### config.mk
export PLATFORM = sky130hd
export DESIGN_NAME = led_mode_sequencer_flat
export DESIGN_NICKNAME = d
export VERILOG_FILES = /design/src/rtl/led_mode_sequencer_if.sv /design/src/rtl/led_mode_sequencer.sv /design/src/flat_wrapper.sv
export SDC_FILE = /design/constraint.sdc
export NUM_CORES = 1
export LEC_CHECK = 0
export ABC_AREA = 1
export CAP_MARGIN = 25
export CORE_ASPECT_RATIO = 2
export CORE_MARGIN = 2
export CORE_UTILIZATION = 56
export DETAILED_ROUTE_END_ITERATION = 8
export MAX_ROUTING_LAYER = met4
export PLACE_DENSITY = 0.73
export SLEW_MARGIN = 25
export SYNTH_ARGS = -nofsm -noshare
export SYNTH_HDL_FRONTEND = slang
export SYNTH_SLANG_ARGS = --single-unit
### constraint.sdc
create_clock -name i_clk -period 1.6 [get_ports i_clk]
set_input_delay 0.32 -clock i_clk [delete_from_list [all_inputs] [get_ports i_clk]]
set_output_delay 0.32 -clock i_clk [all_outputs]
set_load 0.05 [all_outputs]
### src/rtl/led_mode_sequencer_if.sv
// Button/display bundle between the board front end and the LED mode sequencer.
//   i_btn_mode/up/down : raw asynchronous push-buttons, active-high
//   i_lock             : freezes the mode FSM (only with LED_SEQ_LOCK_EN defined)
//   o_mode             : display mode, 0 sine, 1 up/down
//   o_incr_decr        : 01 increment, 10 decrement, 00 hold
//   o_mode_changed     : one-cycle pulse on every o_mode change
//   o_btn_db           : debounced levels {down, up, mode}
// master = board/stimulus side, slave = sequencer side.
interface led_mode_sequencer_if;
  logic       i_btn_mode;
  logic       i_btn_up;
  logic       i_btn_down;
`ifdef LED_SEQ_LOCK_EN
  logic       i_lock;
`endif
  logic       o_mode;
  logic [1:0] o_incr_decr;
  logic       o_mode_changed;
  logic [2:0] o_btn_db;

  modport master (
    output i_btn_mode,
    output i_btn_up,
    output i_btn_down,
`ifdef LED_SEQ_LOCK_EN
    output i_lock,
`endif
    input  o_mode,
    input  o_incr_decr,
    input  o_mode_changed,
    input  o_btn_db
  );

  modport slave (
    input  i_btn_mode,
    input  i_btn_up,
    input  i_btn_down,
`ifdef LED_SEQ_LOCK_EN
    input  i_lock,
`endif
    output o_mode,
    output o_incr_decr,
    output o_mode_changed,
    output o_btn_db
  );
endinterface

### src/rtl/led_mode_sequencer.sv
// LED mode sequencer: synchronizes and debounces the mode/up/down push-buttons and runs a
// two-state mode FSM (sine / up-down) that drives the display controller's mode select and
// increment/decrement command. In up/down mode an inactivity timeout reverts to sine.
//
// Ports:
//   i_clk   : system clock
//   i_rst_n : synchronous reset, active-low
//   bus     : led_mode_sequencer_if.slave (raw buttons in; mode, incr/decr, change pulse and
//             debounced levels out)
//
// Optional feature macro LED_SEQ_LOCK_EN: adds bus.i_lock. While high, mode presses are
// discarded, o_incr_decr is forced to 00, the idle counter is held cleared and the FSM state
// is frozen. Debouncing keeps running.
module led_mode_sequencer #(
  parameter int unsigned SYNC_STAGES         = 2,
  parameter int unsigned DEBOUNCE_CYCLES     = 1000000,
  parameter int unsigned IDLE_TIMEOUT_CYCLES = 500000000
) (
  input logic                 i_clk,
  input logic                 i_rst_n,
  led_mode_sequencer_if.slave bus
);

  localparam int unsigned DbW   = $clog2(DEBOUNCE_CYCLES + 1);
  localparam int unsigned IdleW = (IDLE_TIMEOUT_CYCLES == 0) ? 1 :
                                  $clog2(IDLE_TIMEOUT_CYCLES + 1);
  localparam logic [DbW-1:0]   DbLast    = DbW'(DEBOUNCE_CYCLES - 1);
  localparam logic [IdleW-1:0] IdleLast  = IdleW'(IDLE_TIMEOUT_CYCLES - 1);
  localparam bit               TimeoutEn = (IDLE_TIMEOUT_CYCLES != 0);

  // Button bit order throughout: {down, up, mode}
  localparam int unsigned BtnMode = 0;
  localparam int unsigned BtnUp   = 1;
  localparam int unsigned BtnDown = 2;

  typedef enum logic {StSine, StUpDown} state_e;

  logic lock;
`ifdef LED_SEQ_LOCK_EN
  assign lock = bus.i_lock;
`else
  assign lock = 1'b0;
`endif

  // ---------------------------------------------------------------------------------------
  // Synchronizer: plain flop chain per button
  // ---------------------------------------------------------------------------------------
  logic [2:0] btn_raw;
  logic [2:0] sync_q [SYNC_STAGES];
  logic [2:0] btn_sync;

  assign btn_raw  = {bus.i_btn_down, bus.i_btn_up, bus.i_btn_mode};
  assign btn_sync = sync_q[SYNC_STAGES-1];

  always_ff @(posedge i_clk) begin
    if (!i_rst_n) begin
      for (int s = 0; s < SYNC_STAGES; s++) begin
        sync_q[s] <= '0;
      end
    end else begin
      sync_q[0] <= btn_raw;
      for (int s = 1; s < SYNC_STAGES; s++) begin
        sync_q[s] <= sync_q[s-1];
      end
    end
  end

  // ---------------------------------------------------------------------------------------
  // Debounce: per-button counter of consecutive mismatching cycles
  // ---------------------------------------------------------------------------------------
  logic [2:0]          db_d, db_q;
  logic [2:0][DbW-1:0] db_cnt_d, db_cnt_q;

  always_comb begin
    db_d     = db_q;
    db_cnt_d = '0;
    for (int b = 0; b < 3; b++) begin
      if (btn_sync[b] != db_q[b]) begin
        // The last mismatching cycle flips the level; the counter returns to 0 either way
        if (db_cnt_q[b] == DbLast) begin
          db_d[b] = ~db_q[b];
        end else begin
          db_cnt_d[b] = db_cnt_q[b] + DbW'(1);
        end
      end
    end
  end

  always_ff @(posedge i_clk) begin
    if (!i_rst_n) begin
      db_q     <= '0;
      db_cnt_q <= '0;
    end else begin
      db_q     <= db_d;
      db_cnt_q <= db_cnt_d;
    end
  end

  // ---------------------------------------------------------------------------------------
  // Mode FSM with registered outputs and idle timeout
  // ---------------------------------------------------------------------------------------
  state_e           state_q;
  logic             mode_prev_q;
  logic [1:0]       incr_decr_q;
  logic             mode_changed_q;
  logic [IdleW-1:0] idle_cnt_q;

  logic       mode_press;
  logic       idle_run;
  logic       timeout;
  logic [1:0] updown_cmd;

  // Presses during lock are dropped: mode_prev_q keeps tracking, so the edge is consumed
  assign mode_press = db_q[BtnMode] & ~mode_prev_q & ~lock;
  assign idle_run   = TimeoutEn && !lock && !db_q[BtnUp] && !db_q[BtnDown];
  assign timeout    = idle_run && (idle_cnt_q == IdleLast);
  assign updown_cmd = lock ? 2'b00 : {db_q[BtnDown] & ~db_q[BtnUp], db_q[BtnUp] & ~db_q[BtnDown]};

  always_ff @(posedge i_clk) begin
    if (!i_rst_n) begin
      state_q        <= StSine;
      mode_prev_q    <= 1'b0;
      incr_decr_q    <= 2'b00;
      mode_changed_q <= 1'b0;
      idle_cnt_q     <= '0;
    end else begin
      mode_prev_q    <= db_q[BtnMode];
      mode_changed_q <= 1'b0;
      unique case (state_q)
        StSine: begin
          idle_cnt_q  <= '0;
          incr_decr_q <= 2'b00;
          if (mode_press) begin
            state_q        <= StUpDown;
            mode_changed_q <= 1'b1;
            incr_decr_q    <= updown_cmd;
          end
        end
        StUpDown: begin
          // A press coinciding with timeout expiry is one transition, one pulse
          if (mode_press || timeout) begin
            state_q        <= StSine;
            mode_changed_q <= 1'b1;
            incr_decr_q    <= 2'b00;
            idle_cnt_q     <= '0;
          end else begin
            incr_decr_q <= updown_cmd;
            if (idle_run) begin
              idle_cnt_q <= idle_cnt_q + IdleW'(1);
            end else begin
              idle_cnt_q <= '0;
            end
          end
        end
        default: begin
          state_q     <= StSine;
          incr_decr_q <= 2'b00;
          idle_cnt_q  <= '0;
        end
      endcase
    end
  end

  assign bus.o_mode         = (state_q == StUpDown);
  assign bus.o_incr_decr    = incr_decr_q;
  assign bus.o_mode_changed = mode_changed_q;
  assign bus.o_btn_db       = db_q;

endmodule

### src/flat_wrapper.sv
// flat-port wrapper written by rule: the top's interface ports become plain ports
module led_mode_sequencer_flat 
#(
  parameter int unsigned SYNC_STAGES         = 2,
  parameter int unsigned DEBOUNCE_CYCLES     = 1000000,
  parameter int unsigned IDLE_TIMEOUT_CYCLES = 500000000
)
  (i_clk, i_rst_n, bus_i_btn_mode, bus_i_btn_up, bus_i_btn_down, bus_o_mode, bus_o_incr_decr, bus_o_mode_changed, bus_o_btn_db);
  led_mode_sequencer_if bus_i ();
  input logic i_clk;
  input logic i_rst_n;
  input wire logic [$bits(bus_i.i_btn_mode)-1:0] bus_i_btn_mode;
  input wire logic [$bits(bus_i.i_btn_up)-1:0] bus_i_btn_up;
  input wire logic [$bits(bus_i.i_btn_down)-1:0] bus_i_btn_down;
  output wire logic [$bits(bus_i.o_mode)-1:0] bus_o_mode;
  output wire logic [$bits(bus_i.o_incr_decr)-1:0] bus_o_incr_decr;
  output wire logic [$bits(bus_i.o_mode_changed)-1:0] bus_o_mode_changed;
  output wire logic [$bits(bus_i.o_btn_db)-1:0] bus_o_btn_db;
  assign bus_i.i_btn_mode = bus_i_btn_mode;
  assign bus_i.i_btn_up = bus_i_btn_up;
  assign bus_i.i_btn_down = bus_i_btn_down;
  assign bus_o_mode = bus_i.o_mode;
  assign bus_o_incr_decr = bus_i.o_incr_decr;
  assign bus_o_mode_changed = bus_i.o_mode_changed;
  assign bus_o_btn_db = bus_i.o_btn_db;
  led_mode_sequencer #(.SYNC_STAGES(SYNC_STAGES), .DEBOUNCE_CYCLES(DEBOUNCE_CYCLES), .IDLE_TIMEOUT_CYCLES(IDLE_TIMEOUT_CYCLES)) u_core (.i_clk(i_clk), .i_rst_n(i_rst_n), .bus(bus_i));
endmodule
# --- Yosys cells after proc, flatten, opt, wreduce, memory -nomap -nowiden ---
# Memories as Yosys holds them, arrays and structs flattened.
# Cells that the tools add are included.
classes:
  shifts: 0
  add_sub_neg: 4
  eq_ne: 7
  muxes: 15
  div: 0
  n_lt_le_gt_ge: 0
  reduce_logical: 11
  multipliers: 0
  bitwise: 14
ops:
  columns: ["cell", "n"]
  rows:
  - ["$add A20 B1 Y20 const B", 3]
  - ["$eq A20 B20 Y1 const B", 3]
  - ["$mux W29", 2]
  - ["$pmux W29 S2", 1]
  - ["$add A29 B1 Y29 const B", 1]
  - ["$eq A29 B29 Y1 const B", 1]
  - ["$not A1 Y1", 9]
  - ["$reduce_or A3 Y1", 3]
  - ["$mux W3", 2]
  - ["$reduce_and A2 Y1", 3]
  - ["$mux W1", 5]
  - ["$mux W2", 2]
  - ["$pmux W1 S2", 2]
  - ["$pmux W2 S2", 1]
  - ["$and A1 B1 Y1", 3]
  - ["$ne A1 B1 Y1", 3]
  - ["$logic_and A1 B1 Y1", 2]
  - ["$logic_not A1 Y1", 2]
  - ["$or A1 B1 Y1", 2]
  - ["$logic_or A1 B1 Y1", 1]
totals:
  reg_bits: 97
  inputBits: 5
  mem_count: 1
  mem_bits_ro: 0
  ramBits: 6
  latch_bits: 0
  out_inout_bits: 7
memory_table:
  columns: ["name", "depth", "word_bits", "rd", "rd_ports_with_merged_regs", "write_ports", "line", "source"]
  rows:
  - ["u_core.sync_q", 2, 3, 2, 0, 2, "led_mode_sequencer.sv:49", "logic [2:0] sync_q [SYNC_STAGES];"]

# --- Logic depth before layout (Yosys ltp) ---
logic_depth:
  word_depth: 6
  mapped_depth: 10
  mapped_depth_nobuf: 10

# --- Least setup slack after synthesis ---
# No wires, ideal clock.
synth_path:
  path_kind: "reg2reg"
  startpoint: "reg u_core.db_q[2], in the netlist u_core.bus.o_btn_db[2]"
  endpoint: "reg u_core.idle_cnt_q[12]"
  n_path_buf: 2
  t_arrival_ps: 1548
  path_slack_ps: -13
  path_stages_with_launch: 11
  required_time_ps: 1536
  path_cell_list: "dfxtp_1 -> inv_1 -> nand2_1 -> nor2_1 -> nand2_1 -> nor2_1 -> nand2_1 -> nand3_2 -> buf_6 -> buf_6 -> nor2_1"
synth_via:
  elab_chain_len: 6
  word_cells_on_any_way: 7
synth_rtl:
  columns: ["element", "line", "source"]
  rows:
  - ["from (decl)", "led_mode_sequencer.sv:71", "logic [2:0] db_d, db_q;"]
  - ["from (signal assigned)", "led_mode_sequencer.sv:91", "db_q <= '0;"]
  - ["from (signal assigned)", "led_mode_sequencer.sv:94", "db_q <= db_d;"]
  - ["$logic_not A1 Y1 *", "led_mode_sequencer.sv:115", "assign idle_run = TimeoutEn && !lock && !db_q[BtnUp] && !db_q[BtnDown];"]
  - ["$logic_and A1 B1 Y1 *", "led_mode_sequencer.sv:115", null]
  - ["$logic_and A1 B1 Y1", "led_mode_sequencer.sv:116", "assign timeout = idle_run && (idle_cnt_q == IdleLast);"]
  - ["$logic_or A1 B1 Y1", "led_mode_sequencer.sv:141", "if (mode_press || timeout) begin"]
  - ["$mux W29 *", "led_mode_sequencer.sv:141", null]
  - ["$pmux W29 S2 *", "led_mode_sequencer.sv:129", "unique case (state_q)"]
  - ["to (signal assigned)", "led_mode_sequencer.sv:149", "idle_cnt_q <= idle_cnt_q + IdleW'(1);"]
  - ["to (decl)", "led_mode_sequencer.sv:106", "logic [IdleW-1:0] idle_cnt_q;"]
# Every way passes the cells marked *; elsewhere a longest branch is shown, timed or not.
# A chain may end at the register's enable or synchronous reset.

# --- Worst setup path after layout ---
layout_path:
  startpoint: "reg u_core.db_cnt_q[1] (netlist name)"
  endpoint: "reg u_core.db_cnt_q[7] (netlist name)"
layout_via:
  elab_chain_len: 2
  word_cells_on_any_way: 3
layout_rtl:
  columns: ["element", "line", "source"]
  rows:
  - ["from (decl)", "led_mode_sequencer.sv:72", "logic [2:0][DbW-1:0] db_cnt_d, db_cnt_q;"]
  - ["from (signal assigned)", "led_mode_sequencer.sv:95", "db_cnt_q <= db_cnt_d;"]
  - ["parallel branches: the longest is 2 deep, another holds $add A20 B1 Y20", null, null]
# Several ways; the timed one is not identified.

==> reports/results.ini <==
[outcome]
status=completed

[sta]
final-setup-viol-count=0
max_freq_mhz=677
whs_ns=0.352
period_minus_slack_ns=1.48
report.final.hold_viol_count=0
final.period_utilization_pct=92.4
skew_ns=0.00589
maxSlewHeadroom_pct=76.3
tightest_slew_ns=0.354
finalMaxSlewViolations=0

[cells_and_area]
final_net_count=843
n_antenna_cell=0
fin_area_mm2=0.00601
layout-drive-gt1-share_pct=9.06
areaGrowthSynthToFinish_pct=16.5
num-fill-cells=789

[placed_design]
hpwl_mm=8.84
port_buffers=11
place_area_mm2=0.00561
globalplace.congestion=0.956

[floorplan]
die_h_um=140
die_area_mm2=0.0100
row_count=49
initial_utilization_pct=57.6
core_mm2=0.00895
ios=12
die_x_um=71.9

[critical_path]
critPathLaunchType=flip-flop
worstSetupPathType=reg -> reg
cp_max_fo=20
critPathCaptureType=flip-flop
r2r-start=u_core.db_cnt_q[1]
cp.required_ns=1.84
setup.worst_path.start=u_core.db_cnt_q[1]
crit_arrival_ns=1.71

[clock_network]
cts_hold_buf=0
worstSkewPairLatency_ns=0.35
cts_tree=yes
clkSinkCount=103
clock-root-buffer=clkbuf_16
cts.reportedPaths.clkPinSlew_ns=0.07
htreeDepth=3
cts_buffer_depth=2
cts_buffers=9

[yosys]
synth_top_area_cell=dfxtp_1
yosysMostFrequentCell=nand2_1
yosysWarningCount=0
synth_edf_count=0
synth_ff_type=dfxtp_1
syn-num-nets=801
synth_area_mm2=0.00516
avgSynthCellArea_um2=6.51
syn_inst=792
synth_top_cells_by_area=dfxtp_1 (40%), nand2_1 (16%), nor2_1 (13%), inv_1 (6.8%), nand3_1 (5.0%)
async_reset_ff_share_pct=0
ys_types=21
synth_top_area_share_pct=40.0
yosys-top-cells-count=nand2_1 (216), nor2_1 (181), dfxtp_1 (103)
ys_seq_area_share_pct=40.0
ys_ff_latch=103

[global_routing]
grt_pass1_vias=4659
grtUsageTotal_pct=24.6
grt_pass1_wl_mm=19.4
antenna_found_initial=0
grt_start_max_net_pins=30
grt_remaining_overflow=0

[hold_path]
hp-start=i_rst_n
worstHoldPathType=in -> reg

[route]
drc=0
drtIter0Drc=308
vias=4927
wl_mm=11.7
avgRoutedWirePerCell_um=12.4
dr.pass1.iters=5
final_antenna_net_count=0
post_drt_via_cell_ratio=5.24

[job]
drv_cap=0

[power]
p_leak_nw=1.99
pwr_density_cell_mw_per_mm2=805
ir_drop_mv=0.600

[registers in the layout (all words and copies together) (netlist names)]
signal,count
u_core.idle_cnt_q,29
u_core.mode_prev_q,1
u_core.bus.o_mode,1
u_core.db_cnt_q,60
u_core.bus.o_incr_decr,2
u_core.bus.o_btn_db,3
u_core.sync_q,6
u_core.bus.o_mode_changed,1
[logic make-up after synthesis]
family / after synthesis / share of synthesized area [%]
buf+inv: 103 / 8.06
fa+ha+maj: 4 / 0.971
xor+xnor: 36 / 6.11
simple gates: 494 / 39.8
flops: 103 / 40.0
compound gates: 52 / 5.05
[final timing paths]
kind                               to  slack [ns]  cells past startpoint
setup reg to reg   u_core.db_cnt_q[7]        0.12                      7
setup / recovery   u_core.db_cnt_q[7]        0.12                      7
hold reg to reg   u_core.sync_q[0][3]        0.41                      2
hold / removal    u_core.sync_q[0][3]        0.35                      3
[layer usage]
layer / part of all wire, % / track usage, % / wire, um / vias up
li1: - / - / - / 2556
met1: 39 / 24.9 / 4600 / 2242
met2: 54 / 43.9 / 6300 / 90
met3: 2.5 / 3.77 / 290 / 39
met4: 4.1 / 12.9 / 477 / 0
met5: 0 / - / 0 / -
[cell usage in the layout (no fill, tap or decap), drive strengths merged, types with 9 or more instances in the layout]
cell,synthesis,layout
o21ai,13,13
nand3,54,54
nor3,9,9
xnor2,14,14
dfxtp,103,103
a21oi,39,39
buf,8,35
nand4,22,22
clkbuf,1,12
nand2,218,218
xor2,22,22
nor2,182,182
inv,94,94
[worst max-delay path, cell delays in order (launching register included)]
cell	delay, ns
dfxtp_1	0.36
ha_1	0.18
nand2_1	0.13
nor3_2	0.21
nand3_2	0.15
nand2_2	0.12
buf_12	0.15
nor3_1	0.05
[per-stage QoR]
stage / setup TNS [ns] / worst slack, ns / instances / util (%) / power (W)
2_1_floorplan: 0 / 0.0523 / 792 / - / 0.00266
3_3_place_gp: -12.02 / -0.237 / 923 / 62.6 / 0.00269
3_5_place_dp: -14.71 / -0.255 / 923 / 62.6 / 0.00269
4_1_cts: 0 / 0.0254 / 939 / 66.0 / 0.00489
5_1_grt: -0.00881 / -0.00398 / 941 / 67.1 / 0.00499
6_report: 0 / 0.122 / 941 / 67.1 / 0.00484
[final cells by class]
type / instances / area (um^2) / share of cell area [%]
sequential: 103 / 2070 / 34.4
clock buffer: 11 / 243 / 4.04
clock inverter: 5 / 57.6 / 0.958
inverter: 94 / 353 / 5.87
timing repair buffer: 40 / 418 / 6.96
tap: 102 / 128 / 2.12
multi-input combinational: 586 / 2740 / 45.6
[report_power, final]
part           total [W]  internal (W)  leakage [nW]  switching [W]
logic          0.0000594     0.0000294          1.02      0.0000300
registers        0.00258       0.00257         0.832     0.00000452
clock network    0.00220       0.00125         0.138       0.000947
total            0.00484       0.00385          1.99       0.000982
[what timing repair did]
action,4_1_cts,5_1_grt
setup buffers,0,1
endpoints found under the hold margin,0,0
gates resized for setup,0,19
endpoints found under the setup margin,0,88
(Power assumes the default switching activity.)
